[src/rtl/cont_bounce_monitor_pkg.sv]
// cont_mon_pkg: shared types and default constants for the bounce-counter
// monitor.
//   mon_state_t : tracking state of the monitor.
//   CONT_W      : default width of the monitored count.
//   CONT_MAX    : default top value of the triangle sequence (2**CONT_W-1).
package cont_mon_pkg;

  typedef enum logic [2:0] {
    SYNC      = 3'd0,
    UP        = 3'd1,
    DOWN      = 3'd2,
    TOP_DWELL = 3'd3,
    BOT_DWELL = 3'd4
  } mon_state_t;

  localparam int CONT_W   = 4;
  localparam int CONT_MAX = 15;

endpackage

[src/rtl/cont_bounce_monitor_sat_counter.sv]
// sat_counter: counter that counts up by one per inc and sticks at all-ones.
// It never wraps.
//   clk : rising-edge clock
//   rst : synchronous active-low reset, clears q
//   inc : count request for this edge
//   q   : current count, saturating at 2**W-1
module sat_counter #(
  parameter int W = 8
) (
  input  logic         clk,
  input  logic         rst,
  input  logic         inc,
  output logic [W-1:0] q
);

  localparam logic [W-1:0] FULL_V = {W{1'b1}};
  localparam logic [W-1:0] ONE_V  = {{(W-1){1'b0}}, 1'b1};
  localparam logic [W-1:0] ZERO_V = {W{1'b0}};

  // Count register: increments only below the saturation value.
  always_ff @(posedge clk) begin
    if (!rst) begin
      q <= ZERO_V;
    end else if (inc && (q != FULL_V)) begin
      q <= q + ONE_V;
    end else begin
      q <= q;
    end
  end

endmodule

[src/rtl/cont_bounce_monitor.sv]
// cont_bounce_monitor: locks onto the 0..MAX..0 triangle sequence of an
// up/down bounce counter and reports mismatches, peaks, troughs and periods.
//   clk        : rising-edge clock
//   rst        : synchronous active-low reset
//   en         : sample-valid, cont_in is evaluated only when en=1
//   cont_in    : observed counter value
//   locked     : monitor is tracking a valid sequence
//   dir        : direction of the next expected step (0 up, 1 down)
//   peak       : 1-cycle strobe, MAX accepted while ascending
//   trough     : 1-cycle strobe, 0 accepted while descending
//   err        : 1-cycle strobe on a mismatch
//   err_cnt    : saturating mismatch count
//   period_cnt : saturating count of completed periods
// All outputs are registered and reflect the previous sample taken with en=1.
module cont_bounce_monitor
  import cont_mon_pkg::*;
#(
  parameter int WIDTH = CONT_W,
  parameter int MAX   = CONT_MAX,
  parameter int DWELL = 0,
  parameter int CNT_W = 8
) (
  input  logic             clk,
  input  logic             rst,
  input  logic             en,
  input  logic [WIDTH-1:0] cont_in,
  output logic             locked,
  output logic             dir,
  output logic             peak,
  output logic             trough,
  output logic             err,
  output logic [CNT_W-1:0] err_cnt,
  output logic [CNT_W-1:0] period_cnt
);

  localparam logic [WIDTH-1:0] MAX_V  = WIDTH'(MAX);
  localparam logic [WIDTH-1:0] ZERO_V = {WIDTH{1'b0}};
  localparam logic [WIDTH-1:0] ONE_V  = {{(WIDTH-1){1'b0}}, 1'b1};
  localparam bit               DWELL_EN = (DWELL != 0);

  mon_state_t       state_r, state_s;
  mon_state_t       eff_state_s;
  logic [WIDTH-1:0] exp_r, exp_s;
  logic [WIDTH-1:0] prev_r, prev_s;
  logic             have_prev_r, have_prev_s;
  logic             accept_s;
  logic             locking_s;
  logic             peak_s, trough_s, err_s, per_inc_s;
  logic             locked_r, dir_r, peak_r, trough_r, err_r;

  // Next-state, expected-value and strobe decode for one sample.
  always_comb begin
    state_s     = state_r;
    exp_s       = exp_r;
    prev_s      = prev_r;
    have_prev_s = have_prev_r;
    eff_state_s = state_r;
    accept_s    = 1'b0;
    locking_s   = 1'b0;
    peak_s      = 1'b0;
    trough_s    = 1'b0;
    err_s       = 1'b0;
    per_inc_s   = 1'b0;
    if (en) begin
      if (state_r == SYNC) begin
        prev_s      = cont_in;
        have_prev_s = 1'b1;
        // Step tests are guarded by the bounds so 15->0 / 0->15 never count.
        if (have_prev_r && (prev_r != MAX_V) && (cont_in == prev_r + ONE_V)) begin
          eff_state_s = UP;
          accept_s    = 1'b1;
          locking_s   = 1'b1;
        end else if (have_prev_r && (prev_r != ZERO_V) && (cont_in == prev_r - ONE_V)) begin
          eff_state_s = DOWN;
          accept_s    = 1'b1;
          locking_s   = 1'b1;
        end else begin
          eff_state_s = SYNC;
        end
      end else if (cont_in == exp_r) begin
        accept_s = 1'b1;
      end else begin
        err_s       = 1'b1;
        state_s     = SYNC;
        prev_s      = cont_in;
        have_prev_s = 1'b1;
      end

      // Accepted sample: the locking sample reuses the same rules but
      // suppresses the strobes and the period count.
      if (accept_s) begin
        case (eff_state_s)
          UP: begin
            if (cont_in == MAX_V) begin
              peak_s = !locking_s;
              if (DWELL_EN) begin
                state_s = TOP_DWELL;
                exp_s   = MAX_V;
              end else begin
                state_s = DOWN;
                exp_s   = MAX_V - ONE_V;
              end
            end else begin
              state_s = UP;
              exp_s   = cont_in + ONE_V;
            end
          end
          TOP_DWELL: begin
            state_s = DOWN;
            exp_s   = MAX_V - ONE_V;
          end
          DOWN: begin
            if (cont_in == ZERO_V) begin
              trough_s  = !locking_s;
              per_inc_s = !locking_s;
              if (DWELL_EN) begin
                state_s = BOT_DWELL;
                exp_s   = ZERO_V;
              end else begin
                state_s = UP;
                exp_s   = ONE_V;
              end
            end else begin
              state_s = DOWN;
              exp_s   = cont_in - ONE_V;
            end
          end
          BOT_DWELL: begin
            state_s = UP;
            exp_s   = ONE_V;
          end
          default: begin
            state_s = SYNC;
          end
        endcase
      end else begin
        locking_s = 1'b0;
      end
    end else begin
      state_s = state_r;
    end
  end

  // State and output registers; en=0 holds state and clears the strobes.
  always_ff @(posedge clk) begin
    if (!rst) begin
      state_r     <= SYNC;
      exp_r       <= ZERO_V;
      prev_r      <= ZERO_V;
      have_prev_r <= 1'b0;
      locked_r    <= 1'b0;
      dir_r       <= 1'b0;
      peak_r      <= 1'b0;
      trough_r    <= 1'b0;
      err_r       <= 1'b0;
    end else begin
      state_r     <= state_s;
      exp_r       <= exp_s;
      prev_r      <= prev_s;
      have_prev_r <= have_prev_s;
      locked_r    <= (state_s != SYNC);
      dir_r       <= (state_s == DOWN) || (state_s == TOP_DWELL);
      peak_r      <= peak_s;
      trough_r    <= trough_s;
      err_r       <= err_s;
    end
  end

  sat_counter #(.W(CNT_W)) u_err_cnt (
    .clk (clk),
    .rst (rst),
    .inc (err_s),
    .q   (err_cnt)
  );

  sat_counter #(.W(CNT_W)) u_period_cnt (
    .clk (clk),
    .rst (rst),
    .inc (per_inc_s),
    .q   (period_cnt)
  );

  assign locked = locked_r;
  assign dir    = dir_r;
  assign peak   = peak_r;
  assign trough = trough_r;
  assign err    = err_r;

endmodule

[config.mk]
export PLATFORM = sky130hd
export DESIGN_NAME = cont_bounce_monitor
export DESIGN_NICKNAME = d
export VERILOG_FILES = /design/src/rtl/cont_bounce_monitor_pkg.sv /design/src/rtl/cont_bounce_monitor_sat_counter.sv /design/src/rtl/cont_bounce_monitor.sv
export SDC_FILE = /design/constraint.sdc
export NUM_CORES = 1
export LEC_CHECK = 0
export CELL_PAD_IN_SITES_DETAIL_PLACEMENT = 1
export CELL_PAD_IN_SITES_GLOBAL_PLACEMENT = 1
export CORE_UTILIZATION = 41
export DETAILED_ROUTE_END_ITERATION = 12
export GPL_TIMING_DRIVEN = 0
export PLACE_DENSITY_LB_ADDON = 0.12
export SYNTH_ARGS = -nofsm -noshare
export SYNTH_HDL_FRONTEND = slang
export SYNTH_SLANG_ARGS = --single-unit
export TNS_END_PERCENT = 100
[constraint.sdc]
create_clock -name clk -period 3.23 [get_ports clk]
set_clock_uncertainty 0.2 [all_clocks]
set_input_delay 0.646 -clock clk [delete_from_list [all_inputs] [get_ports clk]]
set_output_delay 0.646 -clock clk [all_outputs]
set_load 0.005 [all_outputs]
# Word-level counts from Yosys, hierarchy flattened
# Cells that the tools add are included.
[totals] mem_bits_rw=0 latch_bits=0 output_inout_bits=21 mem_count=0 reg_bits=33 mem_bits_ro=0
[op_classes] div_mod_pow=0 n_lt_le_gt_ge=0 reduce_logical=16 shifts=0 n_bitwise=0 muxes=32 eq_ne=14 multipliers=0 n_addsub=6
[op_table] cell="two-way mux 3 bit" n=6
[op_table] cell="adder 8 x 1 -> 8 bit, second input constant" n=2
[op_table] cell="two-way mux 1 bit" n=16
[op_table] cell="two-way mux 4 bit" n=4
[op_table] cell="!= test 8 bit, second input constant" n=2
[op_table] cell="one-hot mux 4 bit (4 select lines)" n=1
[op_table] cell="== test 3 x 2 -> 1 bit, second input constant" n=4
[op_table] cell="== test 4 bit" n=3
[op_table] cell="one-hot mux 3 bit (4 select lines)" n=1
[op_table] cell="adder 4 x 1 -> 4 bit, second input constant" n=2
[op_table] cell="two-way mux 2 bit" n=4
[op_table] cell="nonzero test 4 bit" n=2
[op_table] cell="subtractor 4 x 1 -> 4 bit, second input constant" n=2
[op_table] cell="logical AND 1 bit" n=6
[op_table] cell="AND reduction 5 bit" n=1
[op_table] cell="== test 4 bit, second input constant" n=1
[op_table] cell="logical NOT 4 bit" n=1
[op_table] cell="!= test 4 bit, second input constant" n=1
[op_table] cell="== test 3 x 1 -> 1 bit, second input constant" n=1
[op_table] cell="== test 3 bit, second input constant" n=1
[op_table] cell="logical NOT 3 bit" n=1
[op_table] cell="AND reduction 3 bit" n=1
[op_table] cell="nonzero test 3 bit" n=1
[op_table] cell="!= test 2 bit, second input constant" n=1
[op_table] cell="other kinds (3)" n=3

# Depth between registers and ports, before layout
# Gate-level depths: netlist (run 1).
[logic_depth] word_depth=13 mapped_depth=9

# Cells and area by module
# A second synthesis (run 1) with hierarchy kept.
[hier_totals] cells_unflattened=248 hier_area_um2=2049.5
[modules_own_cells] module="cont_bounce_monitor" area_per_inst_um2=1241.2 cells_each=154 instances=1
[modules_own_cells] module="sat_counter" area_per_inst_um2=404.1 cells_each=47 instances=2

# Worst setup path before layout (run 1)
# No wires, ideal clock.
[synth_path] path_kind="input-to-reg" from="in cont_in[0]" to="reg u_period_cnt.q[5]" setup_time_ps=70 t_arrival_ps=2484 path_buffers=2 stages=9 slack_ps=476 cell_sequence="buf_2 -> inv_1 -> ha_1 -> nor3b_4 -> nand4_1 -> a311o_1 -> buf_6 -> or4_1 -> a21oi_1"
[synth_between] elab_chain_cells=12
[synth_lines] element="from (decl)" line="cont_bounce_monitor.sv:26" source="input logic [WIDTH-1:0] cont_in,"
[synth_lines] element="== test 4 bit" line="cont_bounce_monitor.sv:73" source="end else if (have_prev_r && (prev_r != ZERO_V) && (cont_in == prev_r - ONE_V)) begin"
[synth_lines] element="logical AND 1 bit" line="cont_bounce_monitor.sv:73"
[synth_lines] element="two-way mux 1 bit" line="cont_bounce_monitor.sv:73"
[synth_lines] element="two-way mux 1 bit" line="cont_bounce_monitor.sv:69" source="if (have_prev_r && (prev_r != MAX_V) && (cont_in == prev_r + ONE_V)) begin"
[synth_lines] element="two-way mux 1 bit" line="cont_bounce_monitor.sv:65" source="if (state_r == SYNC) begin"
[synth_lines] element="two-way mux 1 bit" line="cont_bounce_monitor.sv:64" source="if (en) begin"
[synth_lines] element="logical NOT 1 bit" line="cont_bounce_monitor.sv:115" source="per_inc_s = !locking_s;"
[synth_lines] element="two-way mux 1 bit" line="cont_bounce_monitor.sv:113" source="if (cont_in == ZERO_V) begin"
[synth_lines] element="two-way mux 1 bit"
[synth_lines] element="two-way mux 1 bit (*)"
[synth_lines] element="two-way mux 1 bit (*)" line="cont_bounce_monitor.sv:64"
[synth_lines] element="logical AND 1 bit (*)" line="cont_bounce_monitor_sat_counter.sv:24" source="end else if (inc && (q != FULL_V)) begin"
[synth_lines] element="to (signal assigned)" line="cont_bounce_monitor_sat_counter.sv:25" source="q <= q + ONE_V;"
[synth_lines] element="to (signal assigned)" line="cont_bounce_monitor_sat_counter.sv:27" source="q <= q;"
[synth_lines] element="to (decl)" line="cont_bounce_monitor_sat_counter.sv:13" source="output logic [W-1:0] q"
# Every way passes the cells marked *; elsewhere a longest branch is shown, timed or not. The select of a mux whose other input is x is not followed.
# A chain may end at the register's enable or synchronous reset.

# Worst setup path in the final report (run 1)
# Ends and elaborated chain as after synthesis.

==> flow_metrics.py, run 1 <==
metrics = {
    "global_routing": {
        "met3_usage": 0.0453,
        "grt_pass1_wl_um": 9320,
        "grt.busiest_layer": "met2",
        "use_met1": 0.304,
        "gr-total-overflow": 0,
        "use_met2": 0.369,
        "grt_pass1_vias": 1941,
        "grt_max_degree": 11,
        "gr-usage-all-layers": 0.227,
        "antenna_found_initial": 0,
    },
    "setup_path": {
        "cp-startpoint": "cont_in[0]",
        "r2r_setup_slack_ns": 0.44,
        "r2r_cells": 7,
        "start_kind": "input port",
        "r2r_start": "prev_r[0]",
        "critPathMaxFanout": 8,
        "worstPathArrival_ns": 3.13,
        "endpoint_kind": "register",
        "critical_path_required_ns": 3.24,
        "r2r-end": "exp_r[1]",
        "crit_end": "u_period_cnt.q[5]",
        "timing_worst_setup_path_type": "in -> reg",
    },
    "clocking": {
        "cts.sinks": 33,
        "cts-buffers-inserted": 5,
        "hold_buffers": 0,
        "insertion_delay_ns": 0.28,
        "ctsRootBufferMaster": "clkbuf_8",
        "h-tree-depth": 2,
        "cts_tree": "yes",
        "cts_buffer_depth": 2,
        "clk_pin_slew_ns": 0.07,
    },
    "logic_synthesis": {
        "syn_area_um2": 2100,
        "syn-instance-count": 248,
        "synth-edff-count": 0,
        "synth_seq_cells": 33,
        "ys_types": 53,
        "ys_warn_count": 0,
        "async_flop_share": 0,
        "ys_seq_area_frac": 0.314,
        "ys.flop_type": "dfxtp_1",
        "avgSynthCellArea_um2": 8.48,
        "syn-num-nets": 262,
    },
    "die": {
        "die_area_um2": 5420,
        "start_util": 0.436,
        "ioPinCount": 28,
        "dieWidth_um": 73.6,
        "die_h_um": 73.6,
        "rows": 25,
        "core_um2": 4820,
    },
    "hold_path": {
        "min_path_type": "reg -> reg",
    },
    "sta": {
        "finalCriticalPeriod_ns": 3.12,
        "finalSetupViolations": 0,
        "final-hold-violation-count": 0,
        "period_share": 0.966,
        "rsz0062_at_grt": "false",
        "setup_ws_ns": 0.109,
        "clock.fmax_mhz": 320,
        "tightestPinTransition_ns": 0.681,
        "relSlewSlack": 0.542,
        "finalMaxSlewViolations": 0,
    },
    "finish": {
        "antenna-diode-count": 0,
        "area_delta_synth_final_pct": 21.8,
        "finalInstanceArea_um2": 2560,
        "fin_nets": 296,
        "multi_input_area_um2": 1350,
        "fillers": 618,
        "drive_above_1_share": 0.110,
        "ff_latch_area_um2": 661,
    },
    "route": {
        "drt_first_pass_iters": 4,
        "ant_nets": 0,
        "vias": 1999,
        "routed_wl_um": 5520,
        "drt_iter0_drc": 101,
        "drcViolationCount": 0,
        "viasPerCell": 5.71,
        "wire_per_inst_um": 15.8,
    },
    "pwr": {
        "power.total_uw": 838,
        "powerDensity_nw_per_um2": 327,
        "irDropWorstVdd_mv": 0.326,
        "leakage_uw": 0.000940,
    },
    "status": {
        "status": "complete, no violations",
    },
    "placed_design": {
        "place_congestion": 0.854,
        "place_ws_ns": -0.269,
        "place_area_um2": 2450,
        "dpl.hpwl_um": 4180,
        "port_buffers": 26,
    },
    "run": {
        "cap_violations": 0,
    },
}
==> how the worst min path moves through the flow <==
stage               cells past startpoint           start  slack (ns)              to
floorplan                               2        exp_r[0]        0.26        exp_r[0]
global placement                        2  u_err_cnt.q[5]        0.28  u_err_cnt.q[5]
detailed placement                      2        exp_r[0]        0.29        exp_r[0]
CTS                                     2        exp_r[0]        0.29        exp_r[0]
global route                            2        exp_r[0]        0.31        exp_r[0]
finish                                  2        exp_r[0]        0.29        exp_r[0]
==> stage by stage <==
| stage | TNS [ns] | utilization | hold slack [ns] | instances |
|---|---|---|---|---|
| finish | 0 | 0.531 | 0.291 | 350 |
| global route | 0 | 0.531 | 0.306 | 350 |
| CTS | 0 | 0.525 | 0.294 | 349 |
| detailed placement | -1.38 | 0.508 | 0.285 | 341 |
| global placement | -0.971 | 0.508 | 0.279 | 341 |
| floorplan | 0 | - | 0.260 | 248 |
==> cell usage in the layout, fill, tap and decap left out, drive strengths merged, types with 2 or more instances in the layout <==
| cell | count |
|---|---|
| a2111oi | 2 |
| a211oi | 2 |
| a21oi | 11 |
| a31oi | 3 |
| and2 | 3 |
| and3 | 6 |
| buf | 9 |
| clkbuf | 11 |
| clkdlybuf4s50 | 26 |
| clkinv | 2 |
| dfxtp | 33 |
| ha | 7 |
| inv | 11 |
| mux2i | 7 |
| nand2 | 20 |
| nand3 | 9 |
| nand4 | 3 |
| nor2 | 19 |
| nor3 | 11 |
| nor4 | 9 |
| o2111ai | 3 |
| o211ai | 2 |
| o21ai | 7 |
| o31a | 2 |
| o31ai | 10 |
| o41ai | 3 |
| or3 | 6 |
| or3b | 2 |
| or4 | 6 |
| xnor2 | 15 |
| xor2 | 7 |
==> worst max-delay path, stage by stage <==
cell             delay [ns]
clkdlybuf4s50_1        0.43
buf_4                  0.19
inv_2                  0.08
ha_1                   0.18
nor3b_4                0.27
nand4_1                0.19
a311o_1                0.37
buf_6                  0.14
or4_1                  0.46
a21oi_1                0.17
==> what timing repair did <==
item | 4_1_cts | 5_1_grt
setup buffers | 0 | 1
setup endpoints to repair | 0 | 6
hold endpoints to repair | 0 | 0
resized for setup | 0 | 7
==> synth_stat cells (all sizes together), types with 2 or more instances <==
| cell type | number | area [µm²] |
|---|---|---|
| nor3 | 11 | 55.1 |
| xnor2 | 15 | 131 |
| o31a | 2 | 17.5 |
| dfxtp | 33 | 661 |
| or3b | 2 | 17.5 |
| nand3 | 9 | 45.0 |
| a211oi | 2 | 15.0 |
| a21oi | 11 | 55.1 |
| nand2 | 20 | 75.1 |
| ha | 7 | 87.6 |
| or3 | 6 | 37.5 |
| o31ai | 10 | 75.1 |
| and3 | 6 | 37.5 |
| xor2 | 7 | 68.8 |
| nor2 | 19 | 71.3 |
| mux2i | 7 | 70.1 |
| o2111ai | 3 | 26.3 |
| o21ai | 7 | 35.0 |
| o211ai | 2 | 15.0 |
| clkbuf | 6 | 23.8 |
| nor4 | 9 | 68.8 |
| nand4 | 3 | 25.0 |
| inv | 11 | 41.3 |
| a2111oi | 2 | 18.8 |
| a31oi | 3 | 18.8 |
| o41ai | 3 | 33.8 |
| buf | 7 | 47.5 |
| and2 | 3 | 18.8 |
| or4 | 6 | 45.0 |
==> report_power, final <==
part | total [µW] | internal (µW) | switching [µW]
registers | 418 | 412 | 6.37
logic | 126 | 48.1 | 77.8
clock network | 294 | 149 | 145
total | 838 | 609 | 229
==> flip-flops by register name (all words and copies together) (netlist names), 3 cells and up <==
register,flops
state_r,3
u_err_cnt.q,8
exp_r,4
u_period_cnt.q,8
prev_r,4
==> metal layers <==
layer  vias to the layer above  routed length [µm]
met5                         -                   0
met4                         0                  57
met3                         4                 209
met2                        36                2590
met1                       967                2670
li1                        992                   -
==> kinds of logic (layout without fill, tap and decap cells) <==
kind of cell | Yosys count | after routing | share of synthesized area
and+or+nand+nor | 100 | 100 | 0.272
AOI/OAI and AO/OA | 55 | 55 | 0.190
DFF | 33 | 33 | 0.314
buffers and inverters | 24 | 59 | 0.0536
xor gates and xnor gates | 22 | 22 | 0.0952
adders and majority gates | 7 | 7 | 0.0417
muxes | 7 | 7 | 0.0333
==> area by class of cell <==
type                            instances  area share
Buffer                                 13      0.0288
Inverter                               11      0.0161
Timing Repair Buffer                   27       0.105
Sequential cell                        33       0.258
Tap cell                               67      0.0327
Clock buffer                            6      0.0283
Clock inverter                          2     0.00391
Multi-Input combinational cell        191       0.527
Power figures use the tool's default switching activity.
==> inputs of run 2 (changes only) <==
--- a/config.mk
+++ b/config.mk
@@ -5,8 +5,10 @@
 export SDC_FILE = /design/constraint.sdc
 export NUM_CORES = 1
 export LEC_CHECK = 0
+export CAP_MARGIN = 10
 export CELL_PAD_IN_SITES_DETAIL_PLACEMENT = 1
 export CELL_PAD_IN_SITES_GLOBAL_PLACEMENT = 1
+export CORE_ASPECT_RATIO = 1.1
 export CORE_UTILIZATION = 41
 export DETAILED_ROUTE_END_ITERATION = 12
 export GPL_TIMING_DRIVEN = 0
==> run 2 against run 1 <==
  * Wire length rose by 2.4%
  * Worst hold slack improved by 0.0025 ns
  * Clock power rose by 5%
  * Maximum frequency barely moved
  * Sequential cell count did not move
  * Register-to-register slack improved by 0.07 ns
  * Cell count fell by 3.1%
==> flow_metrics.py, run 2 (same netlist as run 1, synthesis figures left out) <==
metrics = {
    "sta": {
        "hold_ws_ns": 0.294,
        "relSlewSlack": 0.491,
        "clock.fmax_mhz": 320,
        "tightestPinTransition_ns": 0.761,
        "period_share": 0.967,
        "finalSetupViolations": 0,
        "fin_setup_tns_ns": 0,
        "finalCriticalPeriod_ns": 3.12,
        "final-hold-violation-count": 0,
        "finalMaxSlewViolations": 0,
    },
    "global_routing": {
        "antenna_found_initial": 0,
        "grt_pass1_vias": 1976,
        "gr-usage-all-layers": 0.214,
        "gr-total-overflow": 0,
        "grt_max_degree": 11,
        "grt_pass1_wl_um": 9370,
    },
    "route": {
        "wire_per_inst_um": 16.7,
        "routed_wl_um": 5660,
        "ant_nets": 0,
        "vias": 2027,
        "drt_first_pass_iters": 4,
        "drcViolationCount": 0,
        "viasPerCell": 5.98,
        "drt_iter0_drc": 60,
    },
    "setup_path": {
        "critPathMaxFanout": 8,
        "worst_path_max_delay_cell": "or4_1",
        "r2r_setup_slack_ns": 0.51,
        "critical_path_required_ns": 3.24,
        "endpoint_kind": "register",
        "timing_worst_setup_path_type": "in -> reg",
        "crit_buf_inv": 4,
        "start_kind": "input port",
        "crit_chain": "clkdlybuf4s50_1 -> clkbuf_4 -> inv_2 -> ha_1 -> nor3b_4 -> nand4_1 -> a311o_1 -> buf_6 -> or4_1 -> a21oi_2",
        "worstPathArrival_ns": 3.13,
        "crit_family": "simple AND/OR/NAND/NOR gates",
        "crit_path_max_incr_delay_ns": 0.51,
    },
    "die": {
        "start_util": 0.440,
        "die_h_um": 77.1,
        "rows": 26,
        "core_um2": 4780,
        "die_area_um2": 5420,
        "dieWidth_um": 70.3,
        "ioPinCount": 28,
    },
    "finish": {
        "antenna-diode-count": 0,
        "mostFrequentLayoutCell": "dfxtp_1",
        "layout_common_cells": "dfxtp_1 (33), clkdlybuf4s50_1 (26), nand2_1 (20), nor2_1 (19), xnor2_1 (14)",
        "drive_above_1_share": 0.113,
        "final_cells": 339,
        "fillers": 584,
        "area_delta_synth_final_pct": 22.1,
        "fin_nets": 297,
        "top_regs": "u_err_cnt.q (8), u_period_cnt.q (8)",
    },
    "pwr": {
        "power.switching_uw": 224,
        "power.total_uw": 853,
        "leakage_uw": 0.000946,
        "powerDensity_nw_per_um2": 332,
        "pwr-share-seq": 0.491,
        "share_clk_of_total_power": 0.361,
        "swShare": 0.263,
        "power_frac_comb": 0.147,
        "power.internal_uw": 629,
        "irDropWorstVdd_mv": 0.155,
    },
    "placed_design": {
        "placed_cells": 330,
        "port_buffers": 26,
        "place_congestion": 0.876,
        "dpl.hpwl_um": 4190,
    },
    "clocking": {
        "insertion_delay_ns": 0.28,
        "hold_buffers": 0,
        "cts_buffer_depth": 2,
        "cts-buffers-inserted": 5,
        "h-tree-depth": 2,
        "clk_pin_slew_ns": 0.06,
        "cts.sinks": 33,
        "ctsRootBufferMaster": "clkbuf_8",
        "cts_tree": "yes",
    },
    "run": {
        "cap_violations": 0,
    },
    "status": {
        "status": "complete, no violations",
    },
    "hold_path": {
        "min_path_type": "reg -> reg",
    },
}
-- run 2: layout make-up --
cell class / count / area (µm²) / area share
Clock buffer: 7 / 86.3 / 0.0336
Multi-Input combinational cell: 191 / 1360 / 0.530
Tap cell: 56 / 70.1 / 0.0273
Timing Repair Buffer: 28 / 275 / 0.107
Sequential cell: 33 / 661 / 0.257
Buffer: 13 / 73.8 / 0.0288
Inverter: 11 / 41.3 / 0.0161
-- run 2: tightest hold or removal path, stage by stage, from the launching register on --
cell and delay (ns):
dfxtp_1 0.33, o31ai_1 0.06, a21oi_1 0.06
-- run 2: per-layer routing --
layer	wire length, µm	part of all wire	track usage
met5	0	0	0
met4	63	0.011	0.0640
met3	219	0.039	0.0250
met2	2960	0.52	0.386
met1	2410	0.43	0.262
-- run 2: stage by stage --
stage	cell area, µm²	worst slack (ns)	util
2_1_floorplan	2100	0.476	-
3_3_place_gp	2430	-0.205	0.509
3_5_place_dp	2430	-0.244	0.509
4_1_cts	2520	0.0347	0.527
5_1_grt	2570	-0.0563	0.537
6_report	2570	0.107	0.537
-- run 2: timing repair --
action                                  in CTS  in global routing
endpoints found under the setup margin       0                  5
buffers inserted                             0                  2
gates resized for setup                      0                  8
-- run 2: path summary, 6_finish.rpt --
path | from | end | cells past startpoint
worst max register to register | prev_r[0] | dir | 7
worst min register to register | u_err_cnt.q[5] | u_err_cnt.q[5] | 2
worst min-delay path | u_err_cnt.q[5] | u_err_cnt.q[5] | 2
worst max-delay path | cont_in[0] | u_period_cnt.q[5] | 10
-- run 2: power by group through the flow --
stage / registers (µW) / clock network [µW] / logic [µW]
2_1_floorplan: 426 / 0 / 86.0
5_1_grt: 420 / 331 / 136
3_3_place_gp: 428 / 0 / 116
6_report: 419 / 308 / 126
4_1_cts: 419 / 316 / 118
3_5_place_dp: 428 / 0 / 118
